### src/rtl/mem_arbiter.sv
// Two-port arbiter/sequencer in front of a single-port memory: grants one request at a time,
// issues it for one cycle, waits out the read latency and returns a one-cycle ack with data.
module mem_arbiter #(
    parameter int ADDR_WIDTH     = 16,
    parameter int DATA_WIDTH     = 8,
    parameter int MEM_LATENCY    = 1,
    parameter int FIXED_PRIORITY = 0
) (
    input  logic                  clk,
    input  logic                  reset,

    input  logic                  p0_req,
    input  logic                  p0_we,
    input  logic [ADDR_WIDTH-1:0] p0_addr,
    input  logic [DATA_WIDTH-1:0] p0_wdata,
    output logic                  p0_ack,
    output logic [DATA_WIDTH-1:0] p0_rdata,

    input  logic                  p1_req,
    input  logic                  p1_we,
    input  logic [ADDR_WIDTH-1:0] p1_addr,
    input  logic [DATA_WIDTH-1:0] p1_wdata,
    output logic                  p1_ack,
    output logic [DATA_WIDTH-1:0] p1_rdata,

    output logic                  mem_enable,
    output logic                  mem_wr_enable,
    output logic [ADDR_WIDTH-1:0] mem_address,
    output logic [DATA_WIDTH-1:0] mem_wr_data,
    input  logic [DATA_WIDTH-1:0] mem_rd_data,

    output logic                  busy
);

    typedef enum logic [1:0] {IDLE, ISSUE, WAIT, DONE} state_t;

    localparam logic [3:0] LATENCY_LOAD = 4'(MEM_LATENCY);

    state_t                state_reg, state_next;
    logic                  last_grant_reg, last_grant_next;
    logic [3:0]            count_reg, count_next;
    logic                  mem_enable_reg, mem_enable_next;
    logic                  mem_wr_enable_reg, mem_wr_enable_next;
    logic [ADDR_WIDTH-1:0] mem_address_reg, mem_address_next;
    logic [DATA_WIDTH-1:0] mem_wr_data_reg, mem_wr_data_next;
    logic                  busy_reg, busy_next;
    logic [1:0]            ack_next;
    logic [1:0]            capture_next;
    logic                  win;

    // Round-robin gives the tie to the port that was not served last.
    always_comb begin
        if (p0_req && p1_req) begin
            win = (FIXED_PRIORITY != 0) ? 1'b0 : ~last_grant_reg;
        end else begin
            win = p1_req;
        end
    end

    // The pin registers are loaded at grant and double as the latched command during ISSUE.
    always_comb begin
        state_next         = state_reg;
        last_grant_next    = last_grant_reg;
        count_next         = count_reg;
        mem_enable_next    = 1'b0;
        mem_wr_enable_next = 1'b0;
        mem_address_next   = '0;
        mem_wr_data_next   = '0;
        ack_next           = '0;
        capture_next       = '0;

        unique case (state_reg)
            IDLE: begin
                if (p0_req || p1_req) begin
                    state_next         = ISSUE;
                    last_grant_next    = win;
                    mem_enable_next    = 1'b1;
                    mem_wr_enable_next = win ? p1_we    : p0_we;
                    mem_address_next   = win ? p1_addr  : p0_addr;
                    mem_wr_data_next   = win ? p1_wdata : p0_wdata;
                end
            end
            ISSUE: begin
                if (mem_wr_enable_reg) begin
                    state_next               = DONE;
                    ack_next[last_grant_reg] = 1'b1;
                end else begin
                    state_next = WAIT;
                    count_next = LATENCY_LOAD;
                end
            end
            WAIT: begin
                count_next = count_reg - 4'd1;
                if (count_reg == 4'd1) begin
                    state_next                   = DONE;
                    ack_next[last_grant_reg]     = 1'b1;
                    capture_next[last_grant_reg] = 1'b1;
                end
            end
            DONE: begin
                state_next = IDLE;
            end
            default: begin
                state_next = IDLE;
            end
        endcase

        busy_next = (state_next != IDLE);
    end

    always_ff @(posedge clk) begin
        if (reset) begin
            state_reg         <= IDLE;
            last_grant_reg    <= 1'b1;
            count_reg         <= '0;
            mem_enable_reg    <= 1'b0;
            mem_wr_enable_reg <= 1'b0;
            mem_address_reg   <= '0;
            mem_wr_data_reg   <= '0;
            busy_reg          <= 1'b0;
        end else begin
            state_reg         <= state_next;
            last_grant_reg    <= last_grant_next;
            count_reg         <= count_next;
            mem_enable_reg    <= mem_enable_next;
            mem_wr_enable_reg <= mem_wr_enable_next;
            mem_address_reg   <= mem_address_next;
            mem_wr_data_reg   <= mem_wr_data_next;
            busy_reg          <= busy_next;
        end
    end

    logic [1:0]            ack_out;
    logic [DATA_WIDTH-1:0] rdata_out [2];

    for (genvar gi = 0; gi < 2; gi++) begin : g_port
        logic                  ack_reg;
        logic [DATA_WIDTH-1:0] rdata_reg;

        always_ff @(posedge clk) begin
            if (reset) begin
                ack_reg   <= 1'b0;
                rdata_reg <= '0;
            end else begin
                ack_reg <= ack_next[gi];
                if (capture_next[gi]) begin
                    rdata_reg <= mem_rd_data;
                end
            end
        end

        assign ack_out[gi]   = ack_reg;
        assign rdata_out[gi] = rdata_reg;
    end

    assign p0_ack        = ack_out[0];
    assign p1_ack        = ack_out[1];
    assign p0_rdata      = rdata_out[0];
    assign p1_rdata      = rdata_out[1];
    assign mem_enable    = mem_enable_reg;
    assign mem_wr_enable = mem_wr_enable_reg;
    assign mem_address   = mem_address_reg;
    assign mem_wr_data   = mem_wr_data_reg;
    assign busy          = busy_reg;

endmodule

### config.mk
export PLATFORM = sky130hd
export DESIGN_NAME = mem_arbiter
export DESIGN_NICKNAME = d
export VERILOG_FILES = /design/src/rtl/mem_arbiter.sv
export SDC_FILE = /design/constraint.sdc
export NUM_CORES = 1
export LEC_CHECK = 0
export BUFFER_PORTS_ARGS = -buffer_cell sky130_fd_sc_hd__buf_2
export CAP_MARGIN = 20
export CORE_AREA = 3 3 83 85
export DETAILED_ROUTE_END_ITERATION = 7
export DIE_AREA = 0 0 86 88
export SLEW_MARGIN = 10
export SYNTH_ARGS = -nofsm -noshare
export SYNTH_HDL_FRONTEND = slang
export SYNTH_SLANG_ARGS = --single-unit
### constraint.sdc
create_clock -name clk -period 1.72 [get_ports clk]
set_input_delay 0.086 -clock clk [delete_from_list [all_inputs] [get_ports clk]]
set_output_delay 0.086 -clock clk [all_outputs]
set_load 0.01 [all_outputs]
==> results of run 1 <==
## per-stage QoR
step	hold WS (ps)	std cells	utilization [%]	total power (W)	worst slack, ps
after floorplan	166.1	235	-	0.002191	274.6
final	13.34	416	46.26	0.003299	183.5
after global routing	3.765	416	46.26	0.003536	65.56
after global placement	328.4	408	44.39	0.002470	139.5
after CTS	3.613	416	46.22	0.003350	76.13
after detailed placement	332.3	408	44.39	0.002484	100.2
## path summary, 6_finish.rpt
check                    endpoint  slack, ps  depth (start not counted)
hold / removal    mem_address[12]         10                          3
hold reg to reg       p0_rdata[0]        470                          2
setup / recovery      p1_rdata[6]        180                          5
setup reg to reg      p1_rdata[6]        180                          5
## worst max-delay path, cell delays in order (launching register included)
cell      delay (ps)
dfxtp_1          340
inv_1            120
ha_2             300
and4bb_2         300
nand2_2          190
mux2i_1          170
## Yosys cell counts
cell | instances | area [um^2]
a311oi_1 | 1 | 8.760
a31oi_1 | 1 | 6.260
mux2i_1 | 15 | 150.1
a21oi_1 | 10 | 50.05
ha_1 | 6 | 75.07
a21bo_2 | 1 | 10.01
o21ai_0 | 7 | 35.03
nand2b_1 | 24 | 150.1
nor2_2 | 1 | 6.260
nor2_1 | 5 | 18.77
a221oi_1 | 1 | 8.760
nor2b_1 | 4 | 25.02
a311o_1 | 1 | 10.01
clkbuf_1 | 4 | 15.01
buf_8 | 2 | 30.03
nor3_1 | 1 | 5.000
nand2_2 | 1 | 6.260
nand2_1 | 51 | 191.4
nand3b_1 | 2 | 15.01
and2_0 | 1 | 6.260
a21oi_2 | 19 | 166.4
nand4bb_2 | 1 | 16.27
buf_2 | 7 | 35.03
or3b_1 | 1 | 8.760
a21boi_2 | 1 | 11.26
dfxtp_1 | 52 | 1041
and3_1 | 1 | 6.260
and4bb_2 | 1 | 12.51
buf_6 | 1 | 11.26
a2111oi_0 | 1 | 8.760
nand4b_1 | 1 | 8.760
inv_1 | 7 | 26.28
o21a_1 | 1 | 7.510
nand3_1 | 1 | 5.000
a211oi_1 | 1 | 7.510
## final cells by class
type	count	share of cell area, %
clock buffer	5	2.370
sequential	52	35.85
inverter	7	0.9048
timing repair buffer	110	20.16
clock inverter	3	1.594
tap	77	3.318
multi-input combinational	162	35.80
## layout by cell type (no fill, tap or decap), drive strengths merged
master    Yosys  final
clkinvlp      0      1
clkbuf        4      5
nand3b        2      2
a2111oi       1      1
and4bb        1      1
o21a          1      1
and2          1      1
nand2b       24     24
a21boi        1      1
or3b          1      1
buf          10    110
ha            6      6
nand3         1      1
nor2b         4      4
a21bo         1      1
inv           7      8
a221oi        1      1
nand2        52     52
and3          1      1
dfxtp        52     52
nand4bb       1      1
a21oi        29     29
a311oi        1      1
mux2i        15     15
a31oi         1      1
nor2          6      6
nor3          1      1
a311o         1      1
nand4b        1      1
bufinv        0      1
a211oi        1      1
o21ai         7      7
## cells by family after synthesis
logic type,Yosys count
fa+ha+maj,6
simple gates,96
mux,15
buf+inv,21
compound gates,45
flops,52
## where the power goes
group	internal (W)	switching (W)	total, W
Clock	0.000439	0.000415	0.000854
Sequential	0.00138	0.0000919	0.00147
Combinational	0.000441	0.000530	0.000971
Total	0.00226	0.00104	0.00330
## per-layer routing
metal  GRT usage [%]  share of wire [%]  vias up
li1                -                  -      975
met1           15.15                 44      824
met2           21.79                 46       65
met3           5.174                9.7        5
met4           3.885                1.2        0
met5               0                  0        -
==> impl_metrics.py, run 1 <==
metrics = {
    "run_status": {
        "run_status": "completed",
    },
    "global_route": {
        "grt_pass1_wl_um": 7914,
        "grt_pass1_vias": 1776,
        "antenna_found_initial": 0,
        "grt_overflow": 0,
        "track_usage_pct": 12.93,
        "grt_max_degree": 34,
    },
    "job": {
        "cap_violations": 0,
    },
    "yosys": {
        "synth_top_family_by_area": "simple AND/OR/NAND/NOR gates",
        "synth-xor-area-share_pct": 0,
        "yosys_register_bits": 52,
        "syn_area_mm2": 0.002196,
        "synth-simple-area-share_pct": 21.94,
        "synth_compound_area_share_pct": 15.04,
        "ys_types": 35,
        "yosys_warnings": 0,
        "synth.mux.area_fraction_pct": 6.838,
        "synth_fp_nets": 303,
        "syn_avg_cell_area_um2": 9.344,
        "synthAdderAreaFrac_pct": 3.419,
        "syn_inst": 235,
        "yosysSeqAreaShare_pct": 47.41,
    },
    "timing": {
        "fin_crit_sh_pct": 89.33,
        "worst_slew_pin_slew_ps": 479.0,
        "hold_violations": 0,
        "tns_ps": 0,
        "slew_violations": 0,
        "clock-skew-final_ps": 5.359,
        "relSlewSlack_pct": 68.06,
        "clock.fmax_mhz": 650.8,
        "setup_viol": 0,
        "rsz0062_at_grt": "no",
        "layout_min_cycle_time_ps": 1536,
    },
    "routing": {
        "firstDrtPassIters": 4,
        "drc": 0,
        "drt_iter0_drc": 67,
        "routedWlPerCell_um": 11.74,
        "wl_um": 4885,
        "num_vias": 1869,
        "drtAntennaViolNets": 0,
        "vias_per_cell": 4.493,
    },
    "clocking": {
        "clock-root-buffer": "clkbuf_8",
        "cts_hold_buf": 0,
        "cts.path.max_buffers": 2,
        "cts_made_buffers": 5,
        "clkLatencyLatePin_ps": 300,
        "cts_tree": "done",
        "clkSinkCount": 52,
        "cts_setup_buffers": 0,
        "clk_pin_slew_ps": 100,
        "cts_max_level": 2,
        "cts_resized": 0,
    },
    "worst_setup_path": {
        "arrival_ps": 1730,
        "cp-start-kind": "flip-flop",
        "path_max_fanout": 10,
        "required_ps": 1910,
        "r2r_start": "state_reg[0]",
        "cp-end-kind": "flip-flop",
        "timing.critical_path.from": "state_reg[0]",
        "crit_type": "reg2reg",
    },
    "pwr": {
        "powerDensity_mw_per_mm2": 1136,
        "cellLeakagePower_nw": 1.400,
        "vdd_drop_max_mv": 0.5946,
    },
    "floorplan": {
        "rows": 29,
        "num_io_pins": 107,
        "die_w_um": 86,
        "core_area_mm2": 0.006277,
        "die-area_mm2": 0.007568,
        "start_util_pct": 34.98,
        "die_height_um": 88,
    },
    "layout": {
        "nNetsFinal": 406,
        "drive_gt1_share_pct": 42.48,
        "seq_area_mm2": 0.001041,
        "syn_to_final_growth_pct": 32.25,
        "largest_reg_flops": 16,
        "multi_input_area_mm2": 0.001040,
        "fin_area_mm2": 0.002904,
        "fill_cells": 629,
        "antennaDiodeCount": 0,
    },
    "worst_hold_path": {
        "worstHoldPathType": "in2reg",
        "worstHoldStart": "p1_addr[12]",
    },
    "place": {
        "gp_congestion": 0.7662,
        "place_area_mm2": 0.002786,
        "port_buffers": 106,
        "hpwl_um": 3619,
    },
}
Note: power is estimated with default switching activity, not from simulation.
==> run 2, diff against run 1 <==
Settings changed: ABC_AREA set to 1, CORE_AREA 3 3 83 85 to 3 3 84 86, DIE_AREA 0 0 86 88 to 0 0 87 89.
==> impl_metrics.py, run 2 <==
metrics = {
    "timing": {
        "tns_ps": 0,
        "hold-worst-slack_ps": 21.21,
        "setup_viol": 0,
        "layout_min_cycle_time_ps": 1407,
        "relSlewSlack_pct": 73.71,
        "fin_ws_ps": 313.1,
        "rsz0062_at_grt": "no",
        "clock-skew-final_ps": 14.71,
        "fin_crit_sh_pct": 81.80,
        "hold_violations": 0,
        "clock.fmax_mhz": 710.8,
        "slew_violations": 0,
        "worst_slew_pin_slew_ps": 393.9,
    },
    "floorplan": {
        "rows": 29,
        "die_height_um": 89,
        "num_io_pins": 107,
        "die_w_um": 87,
        "start_util_pct": 36.26,
        "die-area_mm2": 0.007743,
        "core_area_mm2": 0.006350,
    },
    "global_route": {
        "grt_max_degree": 27,
        "antenna_found_initial": 0,
        "grt_pass1_vias": 2000,
        "grt_pass1_wl_um": 8349,
        "track_usage_pct": 13.50,
        "grt_overflow": 0,
    },
    "yosys": {
        "synthTopCellsByArea": "dfxtp_1 (45%), nand2_1 (13%), a21oi_2 (7.6%), nand2_2 (6.5%), nor2_1 (5.9%)",
        "syn_inst": 288,
        "yosys_register_bits": 52,
        "yosysSeqAreaShare_pct": 45.22,
        "async_flop_share_pct": 0,
        "synth_ff_type": "dfxtp_1",
        "yosys_warnings": 0,
        "synth_fp_nets": 356,
        "ys_types": 22,
        "yosysMostFrequentCell": "nand2_1",
        "syn_avg_cell_area_um2": 7.994,
        "synth_edf_count": 0,
        "yosysTopAreaCellShare_pct": 45.22,
        "synth_commonest_cells": "nand2_1 (79), dfxtp_1 (52), nor2_1 (36)",
        "syn_area_mm2": 0.002302,
        "yosysTopAreaCell": "dfxtp_1",
    },
    "clocking": {
        "clock-root-buffer": "clkbuf_8",
        "cts_max_level": 2,
        "cts.path.max_buffers": 2,
        "cts_tree": "done",
        "cts_made_buffers": 5,
        "clkSinkCount": 52,
        "clkLatencyLatePin_ps": 300,
        "clk_pin_slew_ps": 100,
    },
    "worst_hold_path": {
        "min_path_cells": 3,
        "min_to": "mem_address[6]",
        "worstHoldStart": "p0_addr[6]",
        "worstHoldPathType": "in2reg",
    },
    "layout": {
        "largest_reg_flops": 16,
        "fill_cells": 672,
        "drive_gt1_share_pct": 43.29,
        "layout_common_cells": "buf_2 (106), nand2_1 (79), dfxtp_1 (52)",
        "antennaDiodeCount": 0,
        "nNetsFinal": 462,
        "layout_commonest_cell": "buf_2",
        "syn_to_final_growth_pct": 28.59,
    },
    "pwr": {
        "cellLeakagePower_nw": 1.598,
        "p_sw_w": 0.001240,
        "seq_power_share_pct": 44.2,
        "powerDensity_mw_per_mm2": 1165,
        "swShare_pct": 35.95,
        "power_frac_comb_pct": 34.5,
        "pwr-share-clk_pct": 21.3,
        "vdd_drop_max_mv": 0.4486,
        "p_int_w": 0.002209,
    },
    "routing": {
        "routedWlPerCell_um": 10.71,
        "num_vias": 1991,
        "dr_wl_met3_um": 565,
        "vias_per_cell": 4.218,
        "highest_layer": "met4",
        "wl_um": 5055,
        "wl_met1_um": 2190,
        "drc": 0,
        "wl_met2_um": 2224,
        "firstDrtPassIters": 4,
        "drt_iter0_drc": 47,
        "drtAntennaViolNets": 0,
    },
    "place": {
        "gp_congestion": 0.7272,
        "pre_cts_ws_ps": 349.5,
        "hpwl_um": 3856,
        "port_buffers": 106,
    },
    "worst_setup_path": {
        "r2r_start": "state_reg[0]",
        "r2r_end": "p0_rdata[6]",
        "cp-end-kind": "flip-flop",
        "reg2reg_slack_ps": 310,
        "crit_type": "reg2reg",
        "arrival_ps": 1610,
        "r2r_cells": 7,
        "cp-start-kind": "flip-flop",
        "path_max_fanout": 16,
        "required_ps": 1920,
    },
    "job": {
        "cap_violations": 0,
    },
    "run_status": {
        "run_status": "completed",
    },
}
==> run 2: cell count changes in the layout (fill, tap and decap cells not counted), moves of 3 or more <==
cell      previous run  this run
nor2_1               5        36
nand2_1             51        79
inv_1                7        33
nand2b_1            24         0
nand2_2              1        24
mux2i_1             15         0
o21ai_0              7         0
nor2b_1              4         0
nand3_1              1         4
==> run 2: kinds of logic (layout without fill, tap and decap cells) <==
group / Yosys count / count (layout) / share of synthesized area (%)
buffers and inverters: 45 / 152 / 10.33
adder cells (fa/ha/maj): 6 / 6 / 3.261
AND/OR/NAND/NOR: 154 / 154 / 31.09
AO/OA/AOI/OAI: 31 / 31 / 10.11
flip-flops: 52 / 52 / 45.22
==> run 2: cell type report <==
| class | instances | area, um^2 | share of cell area [%] |
|---|---|---|---|
| flip-flops and latches | 52 | 1041 | 35.16 |
| multi-input cells | 191 | 1023 | 34.57 |
| repair buffers | 109 | 568.0 | 19.19 |
| inverters | 35 | 135.1 | 4.565 |
| well taps | 77 | 96.34 | 3.254 |
| clock buffers | 6 | 82.58 | 2.790 |
| clock inverters | 2 | 13.76 | 0.4649 |
==> run 2: critical path, cell delays in order (launching register included) <==
cell and delay [ps]:
dfxtp_1 350, inv_1 110, ha_1 280, nand2_2 80
clkinv_2 90, nand3_4 170, nor2_1 170, nor2_2 50
==> run 2: repair_timing <==
action	4_1_cts	5_1_grt
hold endpoints to repair	1	0
buffers inserted	0	0
hold buffers	1	0
gates resized for setup	0	0
==> run 2: how the worst max path moves through the flow <==
stage	cells after the start	slack [ps]	end	startpoint
after detailed placement	7	350	p0_rdata[6]	state_reg[0]
after global placement	8	390	p0_rdata[6]	state_reg[0]
after floorplan	9	420	p0_rdata[6]	state_reg[0]
after global routing	8	140	p0_rdata[1]	state_reg[0]
after CTS	7	310	p0_rdata[6]	state_reg[0]
final	7	310	p0_rdata[6]	state_reg[0]
==> run 2: power by group through the flow <==
| stage | registers (W) | clock network [W] | logic, W |
|---|---|---|---|
| finish | 0.00152 | 0.000734 | 0.00119 |
| global route | 0.00155 | 0.000813 | 0.00138 |
| CTS | 0.00153 | 0.000763 | 0.00122 |
| global placement | 0.00155 | 0 | 0.00120 |
| detailed placement | 0.00155 | 0 | 0.00121 |
| floorplan | 0.00162 | 0 | 0.000801 |
==> run 2: metal layers <==
metal	up-vias	GRT usage [%]
met3	7	6.452
met4	0	4.391
li1	1077	-
met5	-	0
met2	80	22.43
met1	827	15.32
==> run 2: per-stage QoR <==
step / instance area, um^2 / instances / total power (W) / utilization [%]
detailed placement: 2854 / 463 / 0.002762 / 44.95
global route: 2960 / 472 / 0.003747 / 46.62
global placement: 2854 / 463 / 0.002751 / 44.95
CTS: 2960 / 472 / 0.003510 / 46.62
finish: 2960 / 472 / 0.003449 / 46.62
floorplan: 2302 / 288 / 0.002421 / -
